File: src/rtl/spi_shift_pkg.sv
// Shared types and frame constants for the SPI shift master.
// Shift-mode and FSM state enums, frame lengths, mode check.
package spi_shift_pkg;

  localparam int HDR_BITS   = 8;
  localparam int TX_BITS    = 40;
  localparam int RX_BITS    = 32;
  localparam int FRAME_BITS = 72;

  typedef enum logic [2:0] {
    SH_LSL = 3'd0,
    SH_LSR = 3'd1,
    SH_ASL = 3'd2,
    SH_ASR = 3'd3,
    SH_ROL = 3'd4,
    SH_ROR = 3'd5
  } shift_mode_e;

  typedef enum logic [2:0] {
    ST_IDLE,
    ST_CS_SETUP,
    ST_SHIFT,
    ST_CS_HOLD,
    ST_RESP
  } state_e;

  function automatic logic mode_ok(
    input logic [2:0] m
  );
    return m <= 3'(SH_ROR);
  endfunction

endpackage

File: src/rtl/spi_clk_gen.sv
// SCLK generator: CLK_DIV cycles per half period, idles low.
// Ports: clock, reset, en in; sclk level, rise/fall strobes out.
module spi_clk_gen #(
  parameter int CLK_DIV = 4
) (
  input  logic clock,
  input  logic reset,
  input  logic en,
  output logic sclk,
  output logic rise,
  output logic fall
);

  localparam int CW = (CLK_DIV > 1) ? $clog2(CLK_DIV) : 1;
  localparam logic [CW-1:0] LAST = CW'(CLK_DIV - 1);

  logic [CW-1:0] cnt_q, cnt_d;
  logic          sclk_q, sclk_d;
  logic          tick;

  assign tick = en && (cnt_q == LAST);

  // Strobes coincide with the edge on which sclk changes level.
  assign rise = tick && !sclk_q;
  assign fall = tick && sclk_q;
  assign sclk = sclk_q;

  always_comb begin
    cnt_d  = cnt_q;
    sclk_d = sclk_q;
    if (!en) begin
      cnt_d  = '0;
      sclk_d = 1'b0;
    end else if (tick) begin
      cnt_d  = '0;
      sclk_d = !sclk_q;
    end else begin
      cnt_d = cnt_q + CW'(1);
    end
  end

  always_ff @(posedge clock) begin
    if (reset) begin
      cnt_q  <= '0;
      sclk_q <= 1'b0;
    end else begin
      cnt_q  <= cnt_d;
      sclk_q <= sclk_d;
    end
  end

endmodule

File: src/rtl/spi_shift_master.sv
// SPI mode-0 master sending {mode,nbits},op_a and reading a result.
// Ports: req_valid/ready + op_a/nbits/mode in; resp_valid/result/err out; SPI pins.
module spi_shift_master #(
  parameter int REG_WIDTH = 32,
  parameter int CLK_DIV   = 4
) (
  input  logic                 clock,
  input  logic                 reset,
  input  logic                 req_valid,
  output logic                 req_ready,
  input  logic [REG_WIDTH-1:0] op_a,
  input  logic [4:0]           nbits,
  input  logic [2:0]           mode,
  output logic                 resp_valid,
  output logic [REG_WIDTH-1:0] result,
  output logic                 err,
  output logic                 sclk,
  output logic                 cs_n,
  output logic                 mosi,
  input  logic                 miso
);

  import spi_shift_pkg::*;

  localparam int OPW = TX_BITS - HDR_BITS;
  localparam int CW  = (CLK_DIV > 1) ? $clog2(CLK_DIV) : 1;
  localparam int BCW = $clog2(FRAME_BITS);

  localparam logic [CW-1:0]  LAST_PH  = CW'(CLK_DIV - 1);
  localparam logic [BCW-1:0] LAST_BIT = BCW'(FRAME_BITS - 1);

  state_e                 state_q, state_d;
  logic [CW-1:0]          ph_q, ph_d;
  logic [BCW-1:0]         bit_q, bit_d;
  logic [TX_BITS-1:0]     tx_q, tx_d;
  logic [RX_BITS-1:0]     rx_q, rx_d;
  logic                   mosi_q, mosi_d;
  logic                   cs_n_q, cs_n_d;
  logic                   err_q, err_d;
  logic [REG_WIDTH-1:0]   result_q, result_d;

  logic [HDR_BITS-1:0]    hdr;
  logic                   shift_en;
  logic                   s_rise;
  logic                   s_fall;

  assign hdr      = {mode, nbits};
  assign shift_en = (state_q == ST_SHIFT);

  spi_clk_gen #(
    .CLK_DIV (CLK_DIV)
  ) u_clk_gen (
    .clock (clock),
    .reset (reset),
    .en    (shift_en),
    .sclk  (sclk),
    .rise  (s_rise),
    .fall  (s_fall)
  );

  assign req_ready  = (state_q == ST_IDLE);
  assign resp_valid = (state_q == ST_RESP);
  assign result     = result_q;
  assign err        = err_q;
  assign cs_n       = cs_n_q;
  assign mosi       = mosi_q;

  always_comb begin
    state_d  = state_q;
    ph_d     = ph_q;
    bit_d    = bit_q;
    tx_d     = tx_q;
    rx_d     = rx_q;
    mosi_d   = mosi_q;
    cs_n_d   = cs_n_q;
    err_d    = err_q;
    result_d = result_q;
    unique case (state_q)
      ST_IDLE: begin
        if (req_valid) begin
          if (mode_ok(mode)) begin
            state_d = ST_CS_SETUP;
            tx_d    = {hdr, OPW'(op_a)};
            mosi_d  = hdr[HDR_BITS-1];
            ph_d    = '0;
            bit_d   = '0;
            cs_n_d  = 1'b0;
          end else begin
            state_d  = ST_RESP;
            err_d    = 1'b1;
            result_d = '0;
          end
        end
      end
      ST_CS_SETUP: begin
        if (ph_q == LAST_PH) begin
          ph_d    = '0;
          state_d = ST_SHIFT;
        end else begin
          ph_d = ph_q + CW'(1);
        end
      end
      ST_SHIFT: begin
        // Early rises shift header-time junk in; it falls
        // off the top before the last read bit lands.
        if (s_rise) begin
          rx_d = {rx_q[RX_BITS-2:0], miso};
        end
        if (s_fall) begin
          tx_d   = {tx_q[TX_BITS-2:0], 1'b0};
          mosi_d = tx_q[TX_BITS-2];
          bit_d  = bit_q + BCW'(1);
          if (bit_q == LAST_BIT) begin
            state_d = ST_CS_HOLD;
            mosi_d  = 1'b0;
            ph_d    = '0;
          end
        end
      end
      ST_CS_HOLD: begin
        if (ph_q == LAST_PH) begin
          ph_d     = '0;
          state_d  = ST_RESP;
          cs_n_d   = 1'b1;
          err_d    = 1'b0;
          result_d = REG_WIDTH'(rx_q);
        end else begin
          ph_d = ph_q + CW'(1);
        end
      end
      ST_RESP: begin
        state_d = ST_IDLE;
        err_d   = 1'b0;
      end
      default: begin
        state_d = ST_IDLE;
        cs_n_d  = 1'b1;
        mosi_d  = 1'b0;
      end
    endcase
  end

  always_ff @(posedge clock) begin
    if (reset) begin
      state_q  <= ST_IDLE;
      ph_q     <= '0;
      bit_q    <= '0;
      tx_q     <= '0;
      rx_q     <= '0;
      mosi_q   <= 1'b0;
      cs_n_q   <= 1'b1;
      err_q    <= 1'b0;
      result_q <= '0;
    end else begin
      state_q  <= state_d;
      ph_q     <= ph_d;
      bit_q    <= bit_d;
      tx_q     <= tx_d;
      rx_q     <= rx_d;
      mosi_q   <= mosi_d;
      cs_n_q   <= cs_n_d;
      err_q    <= err_d;
      result_q <= result_d;
    end
  end

endmodule

File: config.mk
export PLATFORM = sky130hd
export DESIGN_NAME = spi_shift_master
export DESIGN_NICKNAME = d
export VERILOG_FILES = /design/src/rtl/spi_shift_pkg.sv /design/src/rtl/spi_clk_gen.sv /design/src/rtl/spi_shift_master.sv
export SDC_FILE = /design/constraint.sdc
export NUM_CORES = 1
export LEC_CHECK = 0
export ABC_AREA = 1
export CAP_MARGIN = 10
export CORE_MARGIN = 3
export CORE_UTILIZATION = 30
export CTS_BUF_LIST = sky130_fd_sc_hd__clkbuf_4
export DETAILED_ROUTE_END_ITERATION = 10
export GPL_TIMING_DRIVEN = 0
export PLACE_DENSITY = 0.49
export SETUP_SLACK_MARGIN = 0.2
export SLEW_MARGIN = 15
export SYNTH_ARGS = -nofsm -noshare
export SYNTH_HDL_FRONTEND = slang
export SYNTH_HIERARCHICAL = 1
export SYNTH_SLANG_ARGS = --single-unit
export TNS_END_PERCENT = 50
File: constraint.sdc
create_clock -name clock -period 2.9 [get_ports clock]
set_input_delay 0.87 -clock clock [delete_from_list [all_inputs] [get_ports clock]]
set_output_delay 0.87 -clock clock [all_outputs]
set_load 0.005 [all_outputs]
Word level (Yosys, flattened, before mapping)
Index checks and enable logic that the tools add are counted.
{"block": "totals", "register_bits": 121, "input_bits": 44, "out_inout_bits": 38}
{"block": "classes", "n_addsub": 3, "n_lt_le_gt_ge": 1, "eq_ne": 14, "n_mux": 38, "bitwise": 3, "n_reduce_logical": 22}
{"cell": "2-to-1 mux 39 bit", "n": 3}
{"cell": "2-to-1 mux 32 bit", "n": 3}
{"cell": "one-hot mux 39 bit (2 select lines)", "n": 1}
{"cell": "one-hot mux 32 bit (2 select lines)", "n": 1}
{"cell": "2-to-1 mux 7 bit", "n": 3}
{"cell": "AND reduction 4 bit", "n": 5}
{"cell": "2-to-1 mux 3 bit", "n": 6}
{"cell": "one-hot mux 7 bit (2 select lines)", "n": 1}
{"cell": "!= test 2 bit (second input constant)", "n": 6}
{"cell": "one-hot mux 3 bit (4 select lines)", "n": 1}
{"cell": "2-to-1 mux 1 bit", "n": 10}
{"cell": "2-to-1 mux 2 bit", "n": 5}
{"cell": "AND reduction 5 bit", "n": 2}
{"cell": "one-hot mux 1 bit (3 select lines)", "n": 3}
{"cell": "OR reduction 3 bit", "n": 3}
{"cell": "adder 7 x 1 -> 7 bit (second input constant)", "n": 1}
{"cell": "equality test 7 bit (second input constant)", "n": 1}
{"cell": "equality test 3 x 2 -> 1 bit (second input constant)", "n": 2}
{"cell": "one-hot mux 2 bit (3 select lines)", "n": 1}
{"cell": "nonzero test 3 bit", "n": 2}
{"cell": "adder 2 x 1 -> 2 bit (second input constant)", "n": 2}
{"cell": "equality test 2 bit (second input constant)", "n": 2}
{"cell": "nonzero test 2 bit", "n": 2}
{"cell": "OR reduction 2 bit", "n": 2}
{"cell": "other kinds (9)", "n": 13}

Longest topological paths before layout
{"block": "logic_depth", "ltp_word": 5, "mapped_depth": 16, "ltp_nobuf": 13}

Cells and area by module
Netlist, hierarchy kept.
{"module": "spi_shift_master", "instances": 1, "cells_per_inst": 786, "area_each_um2": 5201.2, "seq_area_each_um2": 2362.3}
{"module": "spi_clk_gen", "instances": 1, "cells_per_inst": 18, "area_each_um2": 127.6, "seq_area_each_um2": 60.1}

Least setup slack after synthesis
OpenSTA, ideal clock, no wires.
{"block": "synth_path", "kind": "reg-to-reg", "from": "reg state_q[2]", "to": "reg tx_q[23]", "setup_time_ps": 65, "arrival_ps": 2028, "path_slack_ps": 808, "path_stages_with_launch": 16, "path_buffers": 4, "cell_sequence": "dfxtp_1 -> nor2_4 -> nand2_2 -> inv_2 -> buf_2 -> buf_2 -> nand2_1 -> nor2_1 -> inv_1 -> nand3_1 -> nand2_1 -> nor2_2 -> buf_4 -> buf_4 -> o21ai_0 -> nor2_1"}
{"block": "synth_between", "elab_chain_len": 5, "elab_cells_between_ends": 10}
{"item": "from (decl)", "line_no": "spi_shift_master.sv:32", "source": "state_e state_q, state_d;"}
{"item": "from (signal assigned)", "line_no": "spi_shift_master.sv:155", "source": "state_q <= state_d;"}
{"item": "equality test 3 x 2 -> 1 bit", "line_no": "spi_shift_master.sv:48", "source": "assign shift_en = (state_q == ST_SHIFT);"}
{"item": "via shift_en", "line_no": "spi_shift_master.sv:43", "source": "logic shift_en;"}
{"item": "logical AND 1 bit", "line_no": "spi_clk_gen.sv:21", "source": "assign tick = en && (cnt_q == LAST);"}
{"item": "logical AND 1 bit", "line_no": "spi_clk_gen.sv:25", "source": "assign fall = tick && sclk_q;"}
{"item": "via s_fall", "line_no": "spi_shift_master.sv:45", "source": "logic s_fall;"}
{"item": "!= test 2 bit (no line)"}
{"item": "AND reduction 4 bit (no line)"}
{"item": "to (signal assigned)", "line_no": "spi_shift_master.sv:158", "source": "tx_q <= tx_d;"}
{"item": "to (decl)", "line_no": "spi_shift_master.sv:35", "source": "logic [TX_BITS-1:0] tx_q, tx_d;"}
The timed path passes the listed nets, and every way through them passes these cells.
A chain may end at the register's enable or synchronous reset.

Worst setup path after layout
{"block": "layout_path", "from": "reg state_q[2]", "to": "out req_ready"}
{"block": "layout_between", "elab_chain_len": 1}
{"item": "logical NOT 3 bit", "line_no": "spi_shift_master.sv:61", "source": "assign req_ready = (state_q == ST_IDLE);"}
{"item": "to (decl)", "line_no": "spi_shift_master.sv:10", "source": "output logic req_ready,"}
Every way passes these cells.

==> summary.md <==
| Metric | Value |
|---|---|
| H-tree levels | 4 |
| RSZ-0062 raised after global routing | yes |
| TritonRoute pass-1 iters | 4 |
| Cell count after synthesis | 804 |
| DR vias/cell | 4.40 |
| Wire length per cell | 11.7 um |
| Final Util | 38.6% |
| Most common cell after layout, fill and taps aside | nand2_1 |
| Chip height | 139 um |
| Pins Over Slew Limit | 0 |
| Final hold slack | 0.434 ns |
| Hold Buf Count CTS | 0 |
| Xor/xnor share of the synthesized area | 0.164% |
| Clk_skew | 0.0150 ns |
| Most used DFF post-synth | dfxtp_1 |
| Warnings from Yosys | 6 |
| Internal power | 3.58 mW |
| Switching Fraction | 37.4% |
| Clock Latency Late Sink | 0.53 ns |
| Worst-case vdd ir drop | 0.305 mV |
| Worst-path maximum fanout | 5 |
| Final WL | 13300 um |
| Status | finished clean |
| Worst path cell trace | nor2_4 > nand2_1 > inv_2 > clkdlybuf4s50_1 |
| Dpl hpwl | 9560 um |
| Initial antenna violation count | 0 |
| Initial DRC Count | 196 |
| Antenna-violating nets left | 0 |
| EDFF count, synth | 0 |
| Post-route clock period utilization | 90.9% |
| # port buffers | 81 |
| Synth Register Bits | 121 |
| Root Buffer | clkbuf_4 |
| Setup violators final | 0 |
| Max stage delay on crit path | 0.50 ns |
| Area delta synth->final | 25.8% |
| Num CTS Buffers | 17 |
| PwrDens | 854 mW/mm2 |
| Most frequent cells in the layout | nand2_1 (290), nor2_1 (167), dfxtp_1 (120), clkdlybuf4s50_1 (80), nand3_1 (45) |
| Die width | 139 um |
| CP arrival | 1.77 ns |
| Initial Utilization | 30.7% |
| Library cells used by synthesis | 26 |
| Antenna diodes | 0 |
| Synth Area in Adders | 0.704% |
| Vias in the first global route | 4676 |
| Compound-gate portion of the synthesized area | 8.57% |
| Post-Synth Simple-Gate Area | 38.8% |
| Global-route wire length before repair | 22600 um |
| CTS Sinks | 121 |
| Worst slack, placed | -0.203 ns |
| Clock share of power | 19.2% |
| DRC | 0 |
| IO Count | 82 |
| CTS clk-pin slew, worst paths | 0.10 ns |
| Final hold violation count | 0 |
| Synth Cell Area | 0.00533 mm2 |
| Main combinational cell family by area after synthesis | simple AND/OR/NAND/NOR gates |
| Syn nets | 851 |
| Worst Slack Setup Final | 0.263 ns |
| Avg Cell Area, Syn | 6.63 um2 |
| Fmax | 379 MHz |
| Critical path startpoint category | flip-flop |
| Die area | 0.0194 mm2 |
| CP endpoint kind | primary output |
| CP Class | flip-flop to primary output |
| Combinational fraction of design power | 40.3% |
| Least-Margin Pin Slew | 0.586 ns |
| Max Root-Sink Buffers | 2 |
| TritonCTS clock tree | done |
| Largest net degree at the start of global routing | 17 |
| Slowest CP cell | clkdlybuf4s50_1 |
| Total GRT Usage | 14.1% |
| Hold WC Path Type | flip-flop to flip-flop |
| Mux cell area share after synthesis | 0% |
| Synth async-reset ratio | 0% |
| Nets | 952 |
| Vias | 5012 |
| Std-Cell Rows | 48 |
| Core box area | 0.0174 mm2 |
| Req. time, crit path | 2.03 ns |
| Fin Setup TNS | 0 ns |
| Pleak | 2.78 nW |
| Sequential fraction of the synthesis area | 45.5% |
| Minimum clock period | 2.64 ns |
| Grt total ovfl | 0 |
| Switching power total | 2.14 mW |
| Share of layout cells above drive strength 1 | 7.66% |
| Max-Cap Viols | 0 |
| Flop pwr share | 40.5% |
| Worst slew margin | 61.0% |
| RePlAce Congestion | 0.794 |
==> Yosys cell counts (2+ instances only) <==
cell	number	area, um2
buf_4	6	45.0
buf_1	6	22.5
nor2_2	4	25.0
nand3_1	45	225
inv_2	4	15.0
inv_1	16	60.1
ha_1	3	37.5
o21ai_0	38	190
nor3_1	2	10.0
buf_2	12	60.1
nor2_4	2	22.5
nor2_1	168	631
nand2_1	290	1090
buf_6	4	45.0
a21oi_1	44	220
o21ai_1	6	30.0
nand2_2	3	18.8
dfxtp_1	121	2420
clkbuf_1	23	86.3
==> cells by family after synthesis <==
family / Yosys count
and+or+nand+nor: 519
AOI/OAI and AO/OA: 89
DFF: 121
xor gates and xnor gates: 1
adders and majority gates: 3
buffers and inverters: 71
==> final timing paths <==
path / start / to / slack, ns / cells past startpoint
setup / recovery: state_q[2]$_SDFFE_PP0P_ / req_ready / 0.26 / 4
setup reg to reg: state_q[2]$_SDFFE_PP0P_ / tx_q[15]$_SDFFE_PP0P_ / 0.42 / 15
hold / removal: u_clk_gen/cnt_q[0]$_SDFF_PP0_ / u_clk_gen/cnt_q[0]$_SDFF_PP0_ / 0.43 / 1
hold reg to reg: u_clk_gen/cnt_q[0]$_SDFF_PP0_ / u_clk_gen/cnt_q[0]$_SDFF_PP0_ / 0.43 / 1
==> through the flow <==
stage / area, um2 / instances / total power, mW
5_1_grt: 6710 / 1139 / 6.26
2_1_floorplan: 5330 / 804 / 3.82
6_report: 6710 / 1139 / 5.72
3_3_place_gp: 6420 / 1110 / 4.63
4_1_cts: 6670 / 1138 / 5.76
3_5_place_dp: 6420 / 1110 / 4.62
==> sequential cells by signal, indices dropped and copies added (netlist names), 2 cells and up <==
signal	cells
tx_q	39
rx_q	32
u_clk_gen/cnt_q	2
result	32
ph_q	2
bit_q	7
state_q	3
==> repair_timing <==
action | 4_1_cts | 5_1_grt
resized for setup | 3 | 17
pin swaps | 0 | 1
endpoints found under the setup margin | 41 | 50
hold endpoints to repair | 0 | 0
buffers inserted | 0 | 1
==> metal layers <==
layer  vias up  routed length [um]  track usage, %
met5         -                   0               0
met4         0                 178            4.48
met3        12                 538            3.47
li1       2729                   -               -
met2        88                5980            22.2
met1      2183                6580            18.9
==> worst max-delay path, delay by kind of cell (launching register included) <==
kind / cells / cell delay [ns]
flip-flops: 1 / 0.39
buffers and inverters: 2 / 0.58
AND/OR/NAND/NOR: 2 / 0.28
==> final cells by class <==
cell class | instances | area, um2
sequential | 121 | 2430
clock buffer | 21 | 158
inverter | 20 | 77.6
timing repair buffer | 82 | 821
buffer | 51 | 277
multi-input combinational | 612 | 2580
clock inverter | 7 | 80.1
fill | 1949 | 10700
tap | 225 | 282
==> power groups by stage <==
stage / logic (mW) / clock network (mW) / registers, mW
after detailed placement: 2.28 / 0 / 2.35
after CTS: 2.29 / 1.15 / 2.31
after global placement: 2.28 / 0 / 2.34
after global routing: 2.65 / 1.23 / 2.38
final: 2.31 / 1.10 / 2.32
after floorplan: 1.49 / 0 / 2.32
No activity file was read; power rests on OpenSTA's default activity.
